==> config.mk <==
export PLATFORM = sky130hd
export DESIGN_NAME = adc733_ctrl_flat
export DESIGN_NICKNAME = d
export VERILOG_FILES = /design/src/rtl/adc733_ctrl_if.sv /design/src/rtl/adc733_ctrl.sv /design/src/flat_wrapper.sv
export SDC_FILE = /design/constraint.sdc
export NUM_CORES = 1
export LEC_CHECK = 0
export BUFFER_PORTS_ARGS = -buffer_cell sky130_fd_sc_hd__buf_4
export CORE_AREA = 2 2 142 144
export DETAILED_ROUTE_END_ITERATION = 16
export DIE_AREA = 0 0 144 146
export HOLD_SLACK_MARGIN = 0.06
export PLACE_DENSITY = 0.68
export SKIP_LAST_GASP = 1
export SLEW_MARGIN = 20
export SYNTH_ARGS = -nofsm -noshare
export SYNTH_HDL_FRONTEND = slang
export SYNTH_SLANG_ARGS = --single-unit
==> constraint.sdc <==
create_clock -name clk -period 10.75 [get_ports clk]
set_clock_uncertainty 0.05 [all_clocks]
set_input_delay 2.15 -clock clk [delete_from_list [all_inputs] [get_ports clk]]
set_output_delay 2.15 -clock clk [all_outputs]
set_load 0.05 [all_outputs]
==> src/rtl/adc733_ctrl_if.sv <==
// Bundle of the host-side and core-side signals of adc733_ctrl.
// The master modport is the controller's view; slave is the environment's view.
interface adc733_ctrl_if #(
  parameter int NUM_CH = 6
);
  logic [63:0]       cfg_regs;
  logic              cfg_start;
  logic [15:0]       cw_data;
  logic              cw_valid;
  logic              cw_ack;
  logic [15:0]       smp_data;
  logic [2:0]        smp_ch;
  logic              smp_valid;
  logic              rd_en;
  logic [2:0]        rd_ch;
  logic [15:0]       rd_data;
  logic              rd_valid;
  logic [NUM_CH-1:0] new_mask;
  logic              frame_done;
  logic              overrun;
  logic              busy;
  logic              cfg_err;

  modport master (
    input  cfg_regs, cfg_start, cw_ack, smp_data, smp_ch, smp_valid, rd_en, rd_ch,
    output cw_data, cw_valid, rd_data, rd_valid, new_mask, frame_done, overrun, busy, cfg_err
  );

  modport slave (
    output cfg_regs, cfg_start, cw_ack, smp_data, smp_ch, smp_valid, rd_en, rd_ch,
    input  cw_data, cw_valid, rd_data, rd_valid, new_mask, frame_done, overrun, busy, cfg_err
  );
endinterface

==> src/rtl/adc733_ctrl.sv <==
// adc733 codec sequencer: programs CRA..CRH, enters data mode, then collects
// per-channel samples into holding registers for the host.
module adc733_ctrl #(
  parameter int         NUM_CH      = 6,
  parameter logic [2:0] DEV_ADDR    = 3'd0,
  parameter int         ACK_TIMEOUT = 1024,
  parameter int         MAX_RETRY   = 3
) (
  input  logic           clk,
  input  logic           rst,
  adc733_ctrl_if.master  bus
);

  localparam int CNT_W = (ACK_TIMEOUT > 1) ? $clog2(ACK_TIMEOUT) : 1;
  localparam int RTY_W = $clog2(MAX_RETRY + 2);

  typedef enum logic [2:0] {
    RESET_WAIT,
    LOAD,
    WAIT_ACK,
    DATAMODE,
    RUN,
    HALT
  } state_t;

  state_t            state_q, state_d;
  logic [2:0]        idx_q, idx_d;
  logic [CNT_W-1:0]  cnt_q, cnt_d;
  logic [RTY_W-1:0]  retry_q, retry_d, retry_inc;
  logic [15:0]       cw_data_q, cw_data_d;
  logic              cw_valid_q, cw_valid_d;
  logic              busy_q, busy_d;
  logic              cfg_err_q, cfg_err_d;
  logic              waiting;

  logic [15:0]       hold_q [NUM_CH];
  logic [15:0]       hold_d [NUM_CH];
  logic [NUM_CH-1:0] new_mask_q, new_mask_d;
  logic              overrun_q, overrun_d;
  logic              frame_done_q, frame_done_d;
  logic [15:0]       rd_data_q, rd_data_d;
  logic              rd_valid_q, rd_valid_d;
  logic              smp_acc;
  logic [NUM_CH-1:0] smp_sel, rd_sel;

  // Sequencer. In DATAMODE the state doubles as its own load step: with
  // cw_valid low it presents the data-mode word, with cw_valid high it waits.
  always_comb begin
    state_d    = state_q;
    idx_d      = idx_q;
    cnt_d      = cnt_q;
    retry_d    = retry_q;
    cw_data_d  = cw_data_q;
    cw_valid_d = cw_valid_q;
    cfg_err_d  = cfg_err_q;
    waiting    = 1'b0;
    retry_inc  = retry_q + 1'b1;

    if (bus.cfg_start) begin
      state_d    = LOAD;
      idx_d      = 3'd0;
      retry_d    = '0;
      cfg_err_d  = 1'b0;
      cw_valid_d = 1'b0;
    end else begin
      case (state_q)
        RESET_WAIT: begin
          state_d = LOAD;
          idx_d   = 3'd0;
        end
        LOAD: begin
          cw_data_d  = {2'b10, DEV_ADDR, idx_q, bus.cfg_regs[{idx_q, 3'b000} +: 8]};
          cw_valid_d = 1'b1;
          cnt_d      = '0;
          state_d    = WAIT_ACK;
        end
        WAIT_ACK: waiting = 1'b1;
        DATAMODE: begin
          if (!cw_valid_q) begin
            cw_data_d  = {2'b00, DEV_ADDR, 3'd0, 8'h01};
            cw_valid_d = 1'b1;
            cnt_d      = '0;
          end else begin
            waiting = 1'b1;
          end
        end
        default: ;
      endcase

      if (waiting) begin
        if (bus.cw_ack) begin
          retry_d    = '0;
          cw_valid_d = 1'b0;
          if (state_q == DATAMODE) begin
            state_d = RUN;
          end else if (idx_q == 3'd7) begin
            state_d = DATAMODE;
          end else begin
            idx_d   = idx_q + 3'd1;
            state_d = LOAD;
          end
        end else if (cnt_q == CNT_W'(ACK_TIMEOUT - 1)) begin
          cw_valid_d = 1'b0;
          if (retry_inc > RTY_W'(MAX_RETRY)) begin
            cfg_err_d = 1'b1;
            state_d   = HALT;
          end else begin
            retry_d = retry_inc;
            state_d = (state_q == DATAMODE) ? DATAMODE : LOAD;
          end
        end else begin
          cnt_d = cnt_q + 1'b1;
        end
      end
    end

    // Registered busy lines up with cw_valid on entry and drops right after the last ack.
    busy_d = (state_q inside {LOAD, WAIT_ACK, DATAMODE}) &&
             (state_d inside {LOAD, WAIT_ACK, DATAMODE});
  end

  assign smp_acc = (state_q == RUN) && bus.smp_valid && !bus.cfg_start;

  for (genvar gi = 0; gi < NUM_CH; gi++) begin : g_ch
    assign smp_sel[gi] = smp_acc && (bus.smp_ch == 3'(gi));
    assign rd_sel[gi]  = bus.rd_en && (bus.rd_ch == 3'(gi));
  end

  // A same-cycle read and sample returns the old value; the sample re-arms its flag.
  always_comb begin
    hold_d       = hold_q;
    rd_data_d    = rd_data_q;
    rd_valid_d   = bus.rd_en;
    frame_done_d = smp_sel[NUM_CH-1];
    new_mask_d   = (new_mask_q & ~rd_sel) | smp_sel;
    overrun_d    = overrun_q | (|(smp_sel & new_mask_q & ~rd_sel));
    for (int i = 0; i < NUM_CH; i++) begin
      if (smp_sel[i]) hold_d[i] = bus.smp_data;
    end
    if (bus.rd_en) begin
      rd_data_d = 16'h0000;
      for (int i = 0; i < NUM_CH; i++) begin
        if (rd_sel[i]) rd_data_d = hold_q[i];
      end
    end
    if (bus.cfg_start) begin
      new_mask_d = '0;
      overrun_d  = 1'b0;
    end
  end

  always_ff @(posedge clk or posedge rst) begin
    if (rst) begin
      state_q      <= RESET_WAIT;
      idx_q        <= 3'd0;
      cnt_q        <= '0;
      retry_q      <= '0;
      cw_data_q    <= 16'h0000;
      cw_valid_q   <= 1'b0;
      busy_q       <= 1'b0;
      cfg_err_q    <= 1'b0;
      new_mask_q   <= '0;
      overrun_q    <= 1'b0;
      frame_done_q <= 1'b0;
      rd_data_q    <= 16'h0000;
      rd_valid_q   <= 1'b0;
      for (int i = 0; i < NUM_CH; i++) hold_q[i] <= 16'h0000;
    end else begin
      state_q      <= state_d;
      idx_q        <= idx_d;
      cnt_q        <= cnt_d;
      retry_q      <= retry_d;
      cw_data_q    <= cw_data_d;
      cw_valid_q   <= cw_valid_d;
      busy_q       <= busy_d;
      cfg_err_q    <= cfg_err_d;
      new_mask_q   <= new_mask_d;
      overrun_q    <= overrun_d;
      frame_done_q <= frame_done_d;
      rd_data_q    <= rd_data_d;
      rd_valid_q   <= rd_valid_d;
      hold_q       <= hold_d;
    end
  end

  assign bus.cw_data    = cw_data_q;
  assign bus.cw_valid   = cw_valid_q;
  assign bus.busy       = busy_q;
  assign bus.cfg_err    = cfg_err_q;
  assign bus.new_mask   = new_mask_q;
  assign bus.overrun    = overrun_q;
  assign bus.frame_done = frame_done_q;
  assign bus.rd_data    = rd_data_q;
  assign bus.rd_valid   = rd_valid_q;

endmodule

==> src/flat_wrapper.sv <==
// flat-port wrapper written by rule: the top's interface ports become plain ports
module adc733_ctrl_flat 
#(
  parameter int         NUM_CH      = 6,
  parameter logic [2:0] DEV_ADDR    = 3'd0,
  parameter int         ACK_TIMEOUT = 1024,
  parameter int         MAX_RETRY   = 3
)
  (clk, rst, bus_cfg_regs, bus_cfg_start, bus_cw_ack, bus_smp_data, bus_smp_ch, bus_smp_valid, bus_rd_en, bus_rd_ch, bus_cw_data, bus_cw_valid, bus_rd_data, bus_rd_valid, bus_new_mask, bus_frame_done, bus_overrun, bus_busy, bus_cfg_err);
  adc733_ctrl_if #(.NUM_CH(NUM_CH)) bus_i ();
  input  logic clk;
  input  logic rst;
  input wire logic [$bits(bus_i.cfg_regs)-1:0] bus_cfg_regs;
  input wire logic [$bits(bus_i.cfg_start)-1:0] bus_cfg_start;
  input wire logic [$bits(bus_i.cw_ack)-1:0] bus_cw_ack;
  input wire logic [$bits(bus_i.smp_data)-1:0] bus_smp_data;
  input wire logic [$bits(bus_i.smp_ch)-1:0] bus_smp_ch;
  input wire logic [$bits(bus_i.smp_valid)-1:0] bus_smp_valid;
  input wire logic [$bits(bus_i.rd_en)-1:0] bus_rd_en;
  input wire logic [$bits(bus_i.rd_ch)-1:0] bus_rd_ch;
  output wire logic [$bits(bus_i.cw_data)-1:0] bus_cw_data;
  output wire logic [$bits(bus_i.cw_valid)-1:0] bus_cw_valid;
  output wire logic [$bits(bus_i.rd_data)-1:0] bus_rd_data;
  output wire logic [$bits(bus_i.rd_valid)-1:0] bus_rd_valid;
  output wire logic [$bits(bus_i.new_mask)-1:0] bus_new_mask;
  output wire logic [$bits(bus_i.frame_done)-1:0] bus_frame_done;
  output wire logic [$bits(bus_i.overrun)-1:0] bus_overrun;
  output wire logic [$bits(bus_i.busy)-1:0] bus_busy;
  output wire logic [$bits(bus_i.cfg_err)-1:0] bus_cfg_err;
  assign bus_i.cfg_regs = bus_cfg_regs;
  assign bus_i.cfg_start = bus_cfg_start;
  assign bus_i.cw_ack = bus_cw_ack;
  assign bus_i.smp_data = bus_smp_data;
  assign bus_i.smp_ch = bus_smp_ch;
  assign bus_i.smp_valid = bus_smp_valid;
  assign bus_i.rd_en = bus_rd_en;
  assign bus_i.rd_ch = bus_rd_ch;
  assign bus_cw_data = bus_i.cw_data;
  assign bus_cw_valid = bus_i.cw_valid;
  assign bus_rd_data = bus_i.rd_data;
  assign bus_rd_valid = bus_i.rd_valid;
  assign bus_new_mask = bus_i.new_mask;
  assign bus_frame_done = bus_i.frame_done;
  assign bus_overrun = bus_i.overrun;
  assign bus_busy = bus_i.busy;
  assign bus_cfg_err = bus_i.cfg_err;
  adc733_ctrl #(.NUM_CH(NUM_CH), .DEV_ADDR(DEV_ADDR), .ACK_TIMEOUT(ACK_TIMEOUT), .MAX_RETRY(MAX_RETRY)) u_core (.clk(clk), .rst(rst), .bus(bus_i));
endmodule
==> impl_results.md <==
* Top layer reached by signal wires: met4
* Critical Path Slowest Stage Cell: nand3b_1
* Grt ovf at 0
* Period utilization at 0.3609
* CP delay by family, top: simple AND/OR/NAND/NOR gates
* Row count at 51
* Routed vias/inst at 5.559
* DRC at 0
* Final setup violation count at 0
* Die width at 144 um
* Io pins at 136
* Synth Area in XOR/XNOR at 0.001147
* Fmax at 257.8 MHz
* CP max FO at 31
* Top FF cell, synth: dfrtp_1
* Worst slew margin at 0.3577
* Drt total wl at 19280 um
* Peak supply drop at 0.1069 mV
* Post-synthesis cell type count at 69
* Die area at 0.02102 mm^2
* Synth Area in Adders at 0.008190
* H-tree Lvls at 4
* Number of enable flip-flop cells after synthesis at 0
* Critical setup path kind: input pin to flop
* Crit path DAT at 4.13 ns
* Max cap viols at 0
* Initial Util at 0.3951
* Final HPWL DP at 13180 um
* Worst Hold Launch: u_core.bus.cw_data[4]
* Max incr delay on CP at 0.70 ns
* WHS Endpoint: u_core.bus.cw_data[4]
* Final setup TNS at 0 ns
* Hold-fix buffers at CTS at 0
* Nets@finish at 799
* Clk_lat worst skew at 0.42 ns
* Synth Register Bits at 155
* CP cell instances: buf_4 -> nand4bb_1 -> nor3_1 -> nand3b_1 -> mux2_2
* CTS tree: built
* Final Hold Fails at 0
* First-pass detailed-route iteration total at 5
* Drt initial violations at 524
* Hold crit path type: flop to flop
* Post-CTS setup buffers at 0
* Reg-to-Reg End: u_core.hold_q[48]
* Worst setup margin at 6.871 ns
* Share of layout cells above drive strength 1 at 0.4322
* Largest family of logic cells by synthesized area: multiplexers
* Placed inst area at 0.008797 mm^2
* Unrepaired setup endpoints after global routing: no
* Synthesized area per cell at 13.15 um^2
* Crit path required time at 11.00 ns
* Slew @ Worst Pin at 0.9634 ns
* Cell count after synthesis at 581
* Largest net degree at the start of global routing at 79
* Global-route wire length before repair at 31230 um
* Final min period at 3.879 ns
* Routability cong. at 0.8728
* Met2 WL at 9534 um
* Clock buffer depth at 2
* Leakage at 4.498 nW
* Clk slew on worst S/H paths at 0.06 ns
* CTS resizes at 0
* Placement Setup Slack at 6.410 ns
* Area of the multi-input gates at 0.003515 mm^2
* Final Slew Violations at 0
* Syn-to-layout area delta at 22.57%
* Total CTS buffers at 17
* Compound-cell area share of the yosys netlist at 0.09058
* Crit start category: input pin
* Synthesized area at 0.007639 mm^2
* Fillers at 1692
* Hold_ws at 0.4338 ns
* Initial antenna violation count at 0
* Post-synth ARST share at 1.000
* Post-synthesis mux area share at 0.2627
* Core Area at 0.01933 mm^2
* Met3 WL at 1071 um
* Flip-flop and latch area at 0.003879 mm^2
* Reg-to-reg slack, setup at 8.32 ns
* CTS root buffer: clkbuf_16
* Vias in the first global route at 5716
* Status: finished clean
* Cell count of the worst reg-to-reg path at 4
* Crit path capture type: flop
* Final instance area at 0.009363 mm^2
* Post-Synth Simple-Gate Area at 0.09320
* WL/cell at 19.67 um
* Total number of vias at 5448
* GRT Util Overall at 0.1906
* Chip Height at 146 um
* Final ANT Viol Nets at 0
* IO buf count at 131
* Critical R2R Launch: u_core.state_q[2]
* Ys Warns at 0
* Pwr per Cell Area at 159.2 mW/mm^2
* Crit path buffers/inverters at 1
* Hold path depth at 2
* M1 WL at 8477 um
* Sequential area share after synthesis at 0.5078
* # diodes at 0
* CTS Sinks at 155
-- placed cells by master (no fill, tap or decap), types with 4 or more instances in the layout --
master,Yosys,routed
nand4_1,4,4
mux2i_1,7,7
mux2_4,27,27
nand2_1,51,51
nor2_1,20,20
mux2_2,72,72
o2bb2ai_1,9,9
ha_1,5,5
mux4_2,32,32
o31ai_1,5,5
a221oi_1,8,8
inv_6,0,7
clkinvlp_4,0,4
dfrtp_1,155,155
a222oi_1,9,9
buf_4,6,136
clkbuf_16,0,17
a31oi_1,4,4
a21oi_1,14,14
inv_1,12,11
nand3_1,14,14
o21ai_0,20,20
conb_1,1,4
nand2b_1,8,8
nor3_1,5,5
-- flip-flops by register name, indices dropped and copies added (netlist names) --
register,flops
u_core.bus.rd_data,16
u_core.bus.busy,1
u_core.bus.rd_valid,1
u_core.hold_q,96
u_core.bus.new_mask,6
u_core.state_q,3
u_core.idx_q,3
u_core.cnt_q,10
u_core.bus.frame_done,1
u_core.bus.cfg_err,1
u_core.bus.cw_data,12
u_core.retry_q,3
u_core.bus.overrun,1
u_core.bus.cw_valid,1
-- routing by layer --
| metal | vias up | global-route usage |
|---|---|---|
| li1 | 2453 | - |
| met1 | 2797 | 0.2636 |
| met2 | 186 | 0.3052 |
| met3 | 12 | 0.04179 |
| met4 | 0 | 0.05000 |
| met5 | - | 0 |
-- cells in the mapped netlist (4+ instances only) --
| library cell | number | share of area |
|---|---|---|
| a221oi_1 | 8 | 0.0092 |
| or3_1 | 5 | 0.0041 |
| a31oi_1 | 4 | 0.0033 |
| nand2b_1 | 8 | 0.0066 |
| a222oi_1 | 9 | 0.012 |
| mux2_2 | 72 | 0.11 |
| ha_1 | 5 | 0.0082 |
| o21ai_0 | 20 | 0.013 |
| a21oi_1 | 14 | 0.0092 |
| mux2_4 | 27 | 0.053 |
| nor2_1 | 20 | 0.0098 |
| buf_2 | 11 | 0.0072 |
| mux2i_1 | 7 | 0.0092 |
| nor3_1 | 5 | 0.0033 |
| nand4_1 | 4 | 0.0033 |
| nand3_1 | 14 | 0.0092 |
| buf_4 | 6 | 0.0059 |
| inv_1 | 12 | 0.0059 |
| clkbuf_1 | 11 | 0.0054 |
| nand2_1 | 51 | 0.025 |
| mux4_2 | 32 | 0.094 |
| o2bb2ai_1 | 9 | 0.010 |
| dfrtp_1 | 155 | 0.51 |
| buf_1 | 4 | 0.0020 |
| o31ai_1 | 5 | 0.0049 |
-- stage by stage --
stage / power (W) / utilization / instances
6_report: 0.001491 / 0.4842 / 980
5_1_grt: 0.001556 / 0.4842 / 980
4_1_cts: 0.001506 / 0.4841 / 980
3_5_place_dp: 0.0009272 / 0.4550 / 948
3_3_place_gp: 0.0009190 / 0.4550 / 948
2_1_floorplan: 0.0008295 / - / 584
-- worst register-to-register path, delay by kind of cell, from the launching register on --
family / cells / cell delay, ns
flip-flops: 1 / 0.56
multiplexers: 1 / 0.56
AND/OR/NAND/NOR: 3 / 1.14
-- report_power, final --
part	total (W)	switching [W]	internal (W)	leakage, nW
sequential	0.000652	0.0000316	0.000620	2.13
combinational	0.000265	0.000164	0.000101	2.10
clock	0.000575	0.000251	0.000323	0.266
-- kinds of logic after synthesis --
kind of cell / count (synthesis)
AND/OR/NAND/NOR: 137
XOR/XNOR: 1
flip-flops: 155
adder cells (fa/ha/maj): 5
buffers and inverters: 50
AO/OA/AOI/OAI: 94
multiplexers: 138
other: 1
-- worst max-delay path by stage --
| stage | slack [ns] | depth (start not counted) | end | from |
|---|---|---|---|---|
| final | 6.87 | 5 | u_core.hold_q[48] | bus_cfg_start |
| after global placement | 6.46 | 5 | u_core.bus.overrun | bus_cfg_start |
| after detailed placement | 6.41 | 5 | u_core.hold_q[48] | bus_cfg_start |
| after floorplan | 4.37 | 1 | u_core.bus.busy | rst |
| after CTS | 6.81 | 5 | u_core.hold_q[48] | bus_cfg_start |
| after global routing | 6.64 | 5 | u_core.hold_q[48] | bus_cfg_start |
-- area by class of cell --
class	count	area share
Sequential cell	155	0.4143
Multi-Input combinational cell	379	0.3754
Timing Repair Buffer	136	0.1090
Clock buffer	18	0.04584
Tap cell	265	0.03541
Clock inverter	14	0.01430
Inverter	13	0.005746
No activity file was read; power rests on OpenSTA's default activity.
